### src/rtl/multicycle_alu_if.sv
// Request/response bundle between the main control FSM and the multi-cycle
// execute unit. The control FSM uses the master view; the ALU uses the slave view.
interface multicycle_alu_if #(
  parameter int DATA_WIDTH = 32
);
  logic                  start_i;
  logic [3:0]            ALU_Operation_i;
  logic [DATA_WIDTH-1:0] A_i;
  logic [DATA_WIDTH-1:0] B_i;
  logic                  busy_o;
  logic                  done_o;
  logic [DATA_WIDTH-1:0] ALU_Result_o;
  logic                  Zero_o;
  logic                  illegal_op_o;

  modport master (
    output start_i, ALU_Operation_i, A_i, B_i,
    input  busy_o, done_o, ALU_Result_o, Zero_o, illegal_op_o
  );

  modport slave (
    input  start_i, ALU_Operation_i, A_i, B_i,
    output busy_o, done_o, ALU_Result_o, Zero_o, illegal_op_o
  );
endinterface

### src/rtl/multicycle_alu.sv
// Multi-cycle execute unit: latches operands on start, finishes logic and
// arithmetic ops in one cycle, shifts one bit per cycle, and returns a held
// result with a one-cycle done pulse.
// Optional feature macro: MULTICYCLE_ALU_MUL_EN adds an iterative unsigned
// shift-add multiplier for op 0111; without it 0111 is reported as illegal.
module multicycle_alu #(
  parameter int DATA_WIDTH = 32
) (
  input  logic             clk,
  input  logic             reset,
  multicycle_alu_if.slave  bus
);

  localparam int SHAMT_W = $clog2(DATA_WIDTH);

  typedef enum logic [1:0] {IDLE, EXEC, DONE} state_t;

  typedef enum logic [3:0] {
    OP_ADD = 4'b0000,
    OP_SUB = 4'b0001,
    OP_OR  = 4'b0010,
    OP_AND = 4'b0011,
    OP_XOR = 4'b0100,
    OP_SLL = 4'b0101,
    OP_SRL = 4'b0110,
    OP_MUL = 4'b0111
  } op_t;

  state_t                state, state_next;
  logic                  accept;
  logic                  busy, done;

  logic [3:0]            op_q;
  logic [DATA_WIDTH-1:0] a_q, b_q;
`ifdef MULTICYCLE_ALU_MUL_EN
  logic [DATA_WIDTH-1:0] acc_q;
`endif
  logic [SHAMT_W-1:0]    count_q, count_load;
  logic                  shamt_zero_q;
  logic [SHAMT_W-1:0]    shamt;

  logic [DATA_WIDTH-1:0] step_value;
  logic                  step_illegal;

  logic [DATA_WIDTH-1:0] result_q;
  logic                  illegal_q;

  assign shamt  = bus.B_i[SHAMT_W-1:0];
  // A request is taken whenever the unit is not busy, which includes the DONE
  // cycle so back-to-back operations lose no cycle.
  assign accept = bus.start_i && (state != EXEC);

  // State register.
  // NOTE: sequential state uses non-blocking assignments so every flop samples
  // pre-edge values regardless of block ordering.
  always_ff @(posedge clk or posedge reset) begin
    if (reset) state <= IDLE;
    else       state <= state_next;
  end

  // Next-state decode and handshake outputs.
  // NOTE: every output gets a default first so no path through the case leaves
  // a signal unassigned and infers a latch.
  always_comb begin
    state_next = state;
    busy       = 1'b0;
    done       = 1'b0;
    unique case (state)
      IDLE: if (bus.start_i) state_next = EXEC;
      EXEC: begin
        busy = 1'b1;
        if (count_q == '0) state_next = DONE;
      end
      DONE: begin
        done       = 1'b1;
        state_next = bus.start_i ? EXEC : IDLE;
      end
      default: state_next = IDLE;
    endcase
  end

  // Iteration count loaded on acceptance: number of EXEC cycles minus one.
  always_comb begin
    count_load = '0;
    case (bus.ALU_Operation_i)
      OP_SLL, OP_SRL: count_load = (shamt == '0) ? '0 : shamt - SHAMT_W'(1);
`ifdef MULTICYCLE_ALU_MUL_EN
      OP_MUL:         count_load = SHAMT_W'(DATA_WIDTH - 1);
`endif
      default:        count_load = '0;
    endcase
  end

  // One EXEC iteration: final value for single-cycle ops, next partial value
  // for shifts and multiply.
  always_comb begin
    step_value   = '0;
    step_illegal = 1'b0;
    case (op_q)
      OP_ADD: step_value = a_q + b_q;
      OP_SUB: step_value = a_q - b_q;
      OP_OR:  step_value = a_q | b_q;
      OP_AND: step_value = a_q & b_q;
      OP_XOR: step_value = a_q ^ b_q;
      OP_SLL: step_value = shamt_zero_q ? a_q : (a_q << 1);
      OP_SRL: step_value = shamt_zero_q ? a_q : (a_q >> 1);
`ifdef MULTICYCLE_ALU_MUL_EN
      OP_MUL: step_value = acc_q + (b_q[0] ? a_q : '0);
`endif
      default: begin
        step_value   = '0;
        step_illegal = 1'b1;
      end
    endcase
  end

  // Operand latch, iteration datapath and completion write of result/illegal flag.
  // NOTE: working registers are reset along with the result so nothing from an
  // aborted operation survives reset; there are no memories to exclude.
  always_ff @(posedge clk or posedge reset) begin
    if (reset) begin
      op_q         <= '0;
      a_q          <= '0;
      b_q          <= '0;
`ifdef MULTICYCLE_ALU_MUL_EN
      acc_q        <= '0;
`endif
      count_q      <= '0;
      shamt_zero_q <= 1'b0;
      result_q     <= '0;
      illegal_q    <= 1'b0;
    end else if (accept) begin
      op_q         <= bus.ALU_Operation_i;
      a_q          <= bus.A_i;
      b_q          <= bus.B_i;
`ifdef MULTICYCLE_ALU_MUL_EN
      acc_q        <= '0;
`endif
      count_q      <= count_load;
      shamt_zero_q <= (shamt == '0);
    end else if (state == EXEC) begin
      count_q <= count_q - SHAMT_W'(1);
      case (op_q)
        OP_SLL, OP_SRL: a_q <= step_value;
`ifdef MULTICYCLE_ALU_MUL_EN
        OP_MUL: begin
          acc_q <= step_value;
          a_q   <= a_q << 1;
          b_q   <= b_q >> 1;
        end
`endif
        default: ;
      endcase
      if (count_q == '0) begin
        result_q  <= step_value;
        illegal_q <= step_illegal;
      end
    end
  end

  assign bus.busy_o       = busy;
  assign bus.done_o       = done;
  assign bus.ALU_Result_o = result_q;
  assign bus.Zero_o       = (result_q == '0);
  assign bus.illegal_op_o = illegal_q;

endmodule

### src/flat_wrapper.sv
// flat-port wrapper written by rule: the top's interface ports become plain ports
module multicycle_alu_flat 
#(
  parameter int DATA_WIDTH = 32
)
  (clk, reset, bus_start_i, bus_ALU_Operation_i, bus_A_i, bus_B_i, bus_busy_o, bus_done_o, bus_ALU_Result_o, bus_Zero_o, bus_illegal_op_o);
  multicycle_alu_if #(.DATA_WIDTH(DATA_WIDTH)) bus_i ();
  input  logic clk;
  input  logic reset;
  input wire logic [$bits(bus_i.start_i)-1:0] bus_start_i;
  input wire logic [$bits(bus_i.ALU_Operation_i)-1:0] bus_ALU_Operation_i;
  input wire logic [$bits(bus_i.A_i)-1:0] bus_A_i;
  input wire logic [$bits(bus_i.B_i)-1:0] bus_B_i;
  output wire logic [$bits(bus_i.busy_o)-1:0] bus_busy_o;
  output wire logic [$bits(bus_i.done_o)-1:0] bus_done_o;
  output wire logic [$bits(bus_i.ALU_Result_o)-1:0] bus_ALU_Result_o;
  output wire logic [$bits(bus_i.Zero_o)-1:0] bus_Zero_o;
  output wire logic [$bits(bus_i.illegal_op_o)-1:0] bus_illegal_op_o;
  assign bus_i.start_i = bus_start_i;
  assign bus_i.ALU_Operation_i = bus_ALU_Operation_i;
  assign bus_i.A_i = bus_A_i;
  assign bus_i.B_i = bus_B_i;
  assign bus_busy_o = bus_i.busy_o;
  assign bus_done_o = bus_i.done_o;
  assign bus_ALU_Result_o = bus_i.ALU_Result_o;
  assign bus_Zero_o = bus_i.Zero_o;
  assign bus_illegal_op_o = bus_i.illegal_op_o;
  multicycle_alu #(.DATA_WIDTH(DATA_WIDTH)) u_core (.clk(clk), .reset(reset), .bus(bus_i));
endmodule
### config.mk
export PLATFORM = sky130hd
export DESIGN_NAME = multicycle_alu_flat
export DESIGN_NICKNAME = d
export VERILOG_FILES = /design/src/rtl/multicycle_alu_if.sv /design/src/rtl/multicycle_alu.sv /design/src/flat_wrapper.sv
export SDC_FILE = /design/constraint.sdc
export NUM_CORES = 1
export LEC_CHECK = 0
export ABC_AREA = 1
export CELL_PAD_IN_SITES_DETAIL_PLACEMENT = 1
export CELL_PAD_IN_SITES_GLOBAL_PLACEMENT = 1
export CORE_MARGIN = 2
export CORE_UTILIZATION = 40
export CTS_CLUSTER_DIAMETER = 50
export DETAILED_ROUTE_END_ITERATION = 8
export PLACE_DENSITY_LB_ADDON = 0.2
export SYNTH_ARGS = -nofsm -noshare
export SYNTH_HDL_FRONTEND = slang
export SYNTH_SLANG_ARGS = --single-unit
### constraint.sdc
create_clock -name clk -period 7.65 [get_ports clk]
set_input_delay 1.53 -clock clk [delete_from_list [all_inputs] [get_ports clk]]
set_output_delay 1.53 -clock clk [all_outputs]
set_load 0.005 [all_outputs]
==> impl_metrics.tcl <==
set metrics [dict create \
    status "complete, no violations" \
    hold_viol_final 0 \
    grt_pass1_vias 11100 \
    drt_iter0_markers 778 \
    cts_tree "built" \
    io_pins 107 \
    die_h_microns 165 \
    gp_congestion 0.932 \
    slew_headroom 0.265 \
    cts_resized 0 \
    final_cells 1978 \
    synth_largest_type_area_fraction 0.263 \
    cts_max_path_buffers 2 \
    vias 10900 \
    area_growth_pct 14.5 \
    hold_buffers 0 \
    wirelength_mm 38.6 \
    leakagePower_nw 6.11 \
    layout-drive-gt1-share 0.0498 \
    seq_area_frac_synth 0.263 \
    fill_cells 3376 \
    fin_tns_setup_ns 0 \
    detailed_place_hpwl_mm 30.0 \
    avgSynthCellArea_sq_um 6.60 \
    cts_root_buffer "clkbuf_16" \
    fp.dieW_microns 165 \
    final_common_cell "nand2_1" \
    gr-total-overflow 0 \
    met1_usage 0.436 \
    grt_use_met3 0.0247 \
    critPathLaunchType "input port" \
    antenna_found_initial 0 \
    synth_flop_cell "dfrtp_1" \
    crit_path_max_fanout 107 \
    cts_htree_levels 3 \
    grt_use_total 0.291 \
    cap_violations 0 \
    endpoint_kind "flip-flop" \
    ys_warn_count 0 \
    rows 58 \
    final_nets 1814 \
    vias_per_cell 5.49 \
    syn_area_sq_um 10400 \
    initial_core_util 0.410 \
    async_flop_share 1.00 \
    firstDrtPassIters 5 \
    worst_ep_required_time_ns 7.94 \
    worst_pin_slew_ns 1.10 \
    max_freq_mhz 259 \
    crit_type "input port to flip-flop" \
    irDropWorstVdd_v 0.000209 \
    yosysUniqueCellTypes 58 \
    synth_top_area_cell "dfrtp_1" \
    fp.dieArea_sq_um 27300 \
    cp.arrival_ns 4.14 \
    ys_ff_latch 109 \
    grt_pass1_wl_mm 60.7 \
    numClockSinks 109 \
    multi_input_area_sq_um 6550 \
    finClkSkew_ns 0.0146 \
    finalCritPeriodShare 0.504 \
    period_minus_slack_ns 3.86 \
    core_area_sq_um 25300 \
    min_path_type "flip-flop to flip-flop" \
    synth-edff-count 0 \
    rsz0062_at_grt "false" \
    post_cts_buffers 0 \
    gr-max-usage-layer "met2" \
    num_antenna_cells 0 \
    setup_viol 0 \
    grt_max_degree 108 \
    clk_pin_slew_ns 0.08 \
    wl_per_cell_microns 19.5 \
    cts_buffers 9 \
    synthCells 1573 \
    area.sequential_sq_um 2730 \
    p_per_area_nw_per_um2 495 \
    use_met2 0.450 \
    portBuffers 106 \
    placedCellCount 1962 \
    insertion_delay_ns 0.37 \
    drv_slew 0 \
    final_cell_mix "499 x nand2_1, 203 x inv_1, 148 x nor2_1" \
    synth_nets 1744 \
    synth.area.top_cells "dfrtp_1 26%, nand2_1 18%, ha_1 12%" \
    remaining_drc_errors 0 \
    postRouteAntennaNets 0 \
]
-- state kept, by name, indices dropped and copies added (netlist names) --
| register | cells |
|---|---|
| u_core.shamt_zero_q | 1 |
| u_core.bus.ALU_Result_o | 32 |
| u_core.state | 2 |
| u_core.b_q | 32 |
| u_core.count_q | 5 |
| u_core.op_q | 4 |
| u_core.a_q | 32 |
| u_core.bus.illegal_op_o | 1 |
-- cells in the mapped netlist, drive strengths merged (12+ instances only) --
| master | number |
|---|---|
| inv | 220 |
| nand2 | 508 |
| ha | 99 |
| nand3 | 90 |
| nor3 | 12 |
| o21ai | 99 |
| o211ai | 17 |
| a21oi | 62 |
| buf | 39 |
| xor2 | 33 |
| clkbuf | 12 |
| nor2 | 158 |
| dfrtp | 109 |
| o22ai | 36 |
-- power by group --
group / internal, mW / switching (mW)
sequential: 0.827 / 0.337
combinational: 1.39 / 2.86
clock: 0.228 / 0.247
total: 2.44 / 3.44
-- worst max-delay path: stages --
cell and delay [ns]:
clkdlybuf4s50_1 0.48, inv_1 0.10, nor2_8 0.11, buf_4 0.83, inv_2 0.50, nor2_1 0.25
a32oi_1 0.15, o21ai_1 0.16
-- final cells by class --
cell class,instances,area share
multi-input cells,1193,0.551
inverters,220,0.0696
repair buffers,110,0.0917
well taps,330,0.0347
clock inverters,6,0.00442
clock buffers,10,0.0193
flip-flops and latches,109,0.229
-- layer usage --
layer | part of all wire | up-vias
li1 | - | 5190
met1 | 0.50 | 5343
met2 | 0.44 | 279
met3 | 0.046 | 38
met4 | 0.018 | 0
met5 | 0 | -
-- worst paths after layout --
kind | slack (ns) | to | cells past startpoint | start
max | 3.79 | u_core.count_q[4] | 8 | bus_start_i
min | 0.51 | u_core.count_q[4] | 2 | u_core.count_q[4]
max reg2reg | 3.85 | u_core.bus.ALU_Result_o[21] | 18 | u_core.b_q[4]
min reg2reg | 0.51 | u_core.count_q[4] | 2 | u_core.count_q[4]
max in group asynchronous | 4.65 | u_core.shamt_zero_q | 3 | reset
min in group asynchronous | 1.53 | u_core.a_q[25] | 2 | reset
-- per-stage QoR --
| stage | setup WS [ns] | hold slack, ns | area [sq um] | power (mW) | util |
|---|---|---|---|---|---|
| 2_1_floorplan | 3.25 | 0.459 | 10400 | 3.94 | - |
| 3_3_place_gp | 3.55 | 0.481 | 11600 | 5.17 | 0.458 |
| 3_5_place_dp | 3.44 | 0.484 | 11600 | 5.33 | 0.458 |
| 4_1_cts | 3.76 | 0.503 | 11900 | 5.84 | 0.470 |
| 5_1_grt | 3.46 | 0.531 | 11900 | 6.45 | 0.470 |
| 6_report | 3.79 | 0.507 | 11900 | 5.88 | 0.470 |
-- cells by family (layout without fill, tap and decap cells) --
group | count (synthesis) | in the layout | share of synthesized area
simple gates | 804 | 804 | 0.325
buf+inv | 271 | 346 | 0.107
compound gates | 256 | 256 | 0.156
flops | 109 | 109 | 0.263
fa+ha+maj | 100 | 100 | 0.121
xor+xnor | 33 | 33 | 0.0278
Power figures use the tool's default switching activity.
==> RTL change: new RTL, same settings <==
Remove the case item `OP_ADD` of the case on `op_q`.
--- a/src/rtl/multicycle_alu.sv
+++ b/src/rtl/multicycle_alu.sv
@@ -97,7 +97,6 @@
     step_value   = '0;
     step_illegal = 1'b0;
     case (op_q)
-      OP_ADD: step_value = a_q + b_q;
       OP_SUB: step_value = a_q - b_q;
       OP_OR:  step_value = a_q | b_q;
       OP_AND: step_value = a_q & b_q;
Formal check against the unedited RTL: not equivalent (Yosys sat finds a counterexample within 4 cycles, from zero or initial values and one cycle with reset high).
==> RTL change against the unedited design <==
  * Worst hold slack worse by 0.0084 ns
  * Sequential cell count stayed put
  * Synthesized area is 8.4% lower
  * Register-to-register slack better by 0.48 ns
  * Worst setup slack better by 0.011 ns
  * Wire length is 9.6% lower
  * Combinational power is 14% lower
  * Final area is 7.2% lower
  * Power is 12% lower
  * Count of clock-buffer cells in the layout stayed put
  * Largest power group unchanged
  * Highest routed layer unchanged
==> RTL change: results (changes against the unedited design) <==
* Ys async rst share at 1.00 (unchanged)
* Final GP Congestion at 0.896 (-3.9%)
* Vias/cell at 5.35 (-2.4%)
* Clock Latency Late Sink at 0.38 ns
* CTS root buf: clkbuf_16
* Total negative slack at 0 ns (unchanged)
* Worst-path clk slew at 0.09 ns
* Leak at 5.78 nW (-5.4%)
* First-pass GRT wire length at 55.9 mm (-7.9%)
* Main flop type after synthesis: dfrtp_1
* Post-Syn Nets at 1,623 (-6.9%)
* Via count of the first global-routing pass at 10,178 (-8.3%)
* Final Skew at 0.0132 ns (-0.00136 ns)
* Initial antenna violation count at 0 (unchanged)
* Buffers on Ports at 106 (unchanged)
* Relative slew margins at 0.338 (+0.0730)
* Syn. warnings at 0 (unchanged)
* Number of diodes at 0 (unchanged)
* H-tree levels at 3 (unchanged)
* Arrival time at the worst endpoint at 4.10 ns (-0.04 ns)
* Post-synthesis cell type count at 44 (-24%)
* Number of iterations in the first detailed-routing pass at 5 (unchanged)
* Number of CTS-inserted buffers at 9 (unchanged)
* Total wire length at 34.9 mm (-9.6%)
* Max VDD drop at 0.189 mV (-9.5%)
* Gr usage total at 0.291 (about the same)
* Gate Count Post-Synth at 1,453 (-7.6%)
* WHS Path Cells at 2 (unchanged)
* Crit path max fanout at 41 (-62%)
* FF-to-FF path depth at 8 (-10)
* Commonest cells in the synthesized netlist: nand2_1, inv_1, nor2_1
* Largest net degree at the start of global routing at 73 (-32%)
* Post_cts resized at 0 (unchanged)
* Layout fillers at 3,156 (-6.5%)
* Run status: completed
* Layout cell share with drive strength beyond 1 at 0.0320 (-0.0177)
* Clock buffer depth at 2 (unchanged)
* Hold crit path type: flop to flop
* Dpl hpwl at 26.2 mm (-13%)
* Final nets at 1,695 (-6.6%)
* Iter 0 DRT Violations at 619 (-20%)
* Sw power at 2.99 mW (-13%)
* Top cells by area in the synthesized netlist: dfrtp_1, nand2_1, ha_1
* Seq/Total Area, Yosys at 0.287 (+0.0241)
* Setup Buffers After CTS at 0 (unchanged)
==> RTL change: changes by cell type after synthesis, sizes merged, moves of 7 or more <==
| cell | unedited run | this run |
|---|---|---|
| nand2 | 508 | 464 |
| xor2 | 33 | 4 |
| a21oi | 62 | 45 |
| o211ai | 17 | 1 |
| o22ai | 36 | 52 |
| a211oi | 2 | 13 |
| nand3 | 90 | 81 |
| o21a | 7 | 0 |
| or2 | 8 | 1 |
==> RTL change: final timing paths <==
kind                              startpoint                          end  slack, ns
setup / recovery                 bus_start_i               u_core.a_q[20]       3.81
setup reg to reg              u_core.op_q[1]               u_core.a_q[11]       4.33
min in group asynchronous              reset  u_core.bus.ALU_Result_o[22]       1.56
max in group asynchronous              reset          u_core.shamt_zero_q       4.62
hold reg to reg            u_core.count_q[1]            u_core.count_q[1]       0.50
hold / removal             u_core.count_q[1]            u_core.count_q[1]       0.50
==> RTL change: power by group through the flow <==
stage               Combinational, mW  Sequential (mW)  Clock [mW]
global route                     4.10             1.07       0.542
CTS                              3.61             1.03       0.524
detailed placement               3.58             1.04           0
finish                           3.64             1.03       0.514
global placement                 3.46             1.03           0
floorplan                        2.50            0.983           0
==> RTL change: routing by layer <==
layer	global-route usage	part of all wire	vias to the layer above
met5	0	0	-
met4	0.0708	0.019	0
met3	0.0326	0.049	41
met2	0.465	0.45	243
met1	0.420	0.48	4847
li1	-	-	4766
==> RTL change: final cells by class <==
type	instances	area [sq um]	share of cell area
repair buffers	111	1100	0.0996
clock inverters	6	63.8	0.00578
multi-input cells	1076	5680	0.515
well taps	319	399	0.0362
clock buffers	10	239	0.0217
flip-flops and latches	109	2730	0.247
inverters	218	821	0.0744
==> RTL change: through the flow <==
step	hold WS (ns)	setup slack (ns)	std cells	area [sq um]	power, mW
6_report	0.498	3.81	1849	11000	5.19
3_3_place_gp	0.477	3.55	1833	10700	4.49
4_1_cts	0.499	3.81	1849	11000	5.17
2_1_floorplan	0.459	3.25	1453	9510	3.48
3_5_place_dp	0.478	3.42	1833	10700	4.61
5_1_grt	0.525	3.54	1849	11000	5.71
==> RTL change: logic make-up (layout without fill, tap and decap cells) <==
kind of cell             Yosys count  after routing  share of synthesized area
buffers and inverters            268            345                      0.117
AO/OA/AOI/OAI                    232            232                      0.144
XOR/XNOR                           5              5                    0.00460
AND/OR/NAND/NOR                  740            740                      0.317
adder cells (fa/ha/maj)           99             99                      0.131
flip-flops                       109            109                      0.287
==> RTL change: critical path, stage by stage <==
cell and delay, ns:
clkdlybuf4s50_1 0.49, inv_1 0.08, nor2_4 0.70, inv_1 0.45
buf_4 0.39, nor2_1 0.15, nor2_1 0.06, o21ai_0 0.12
nand2_1 0.07
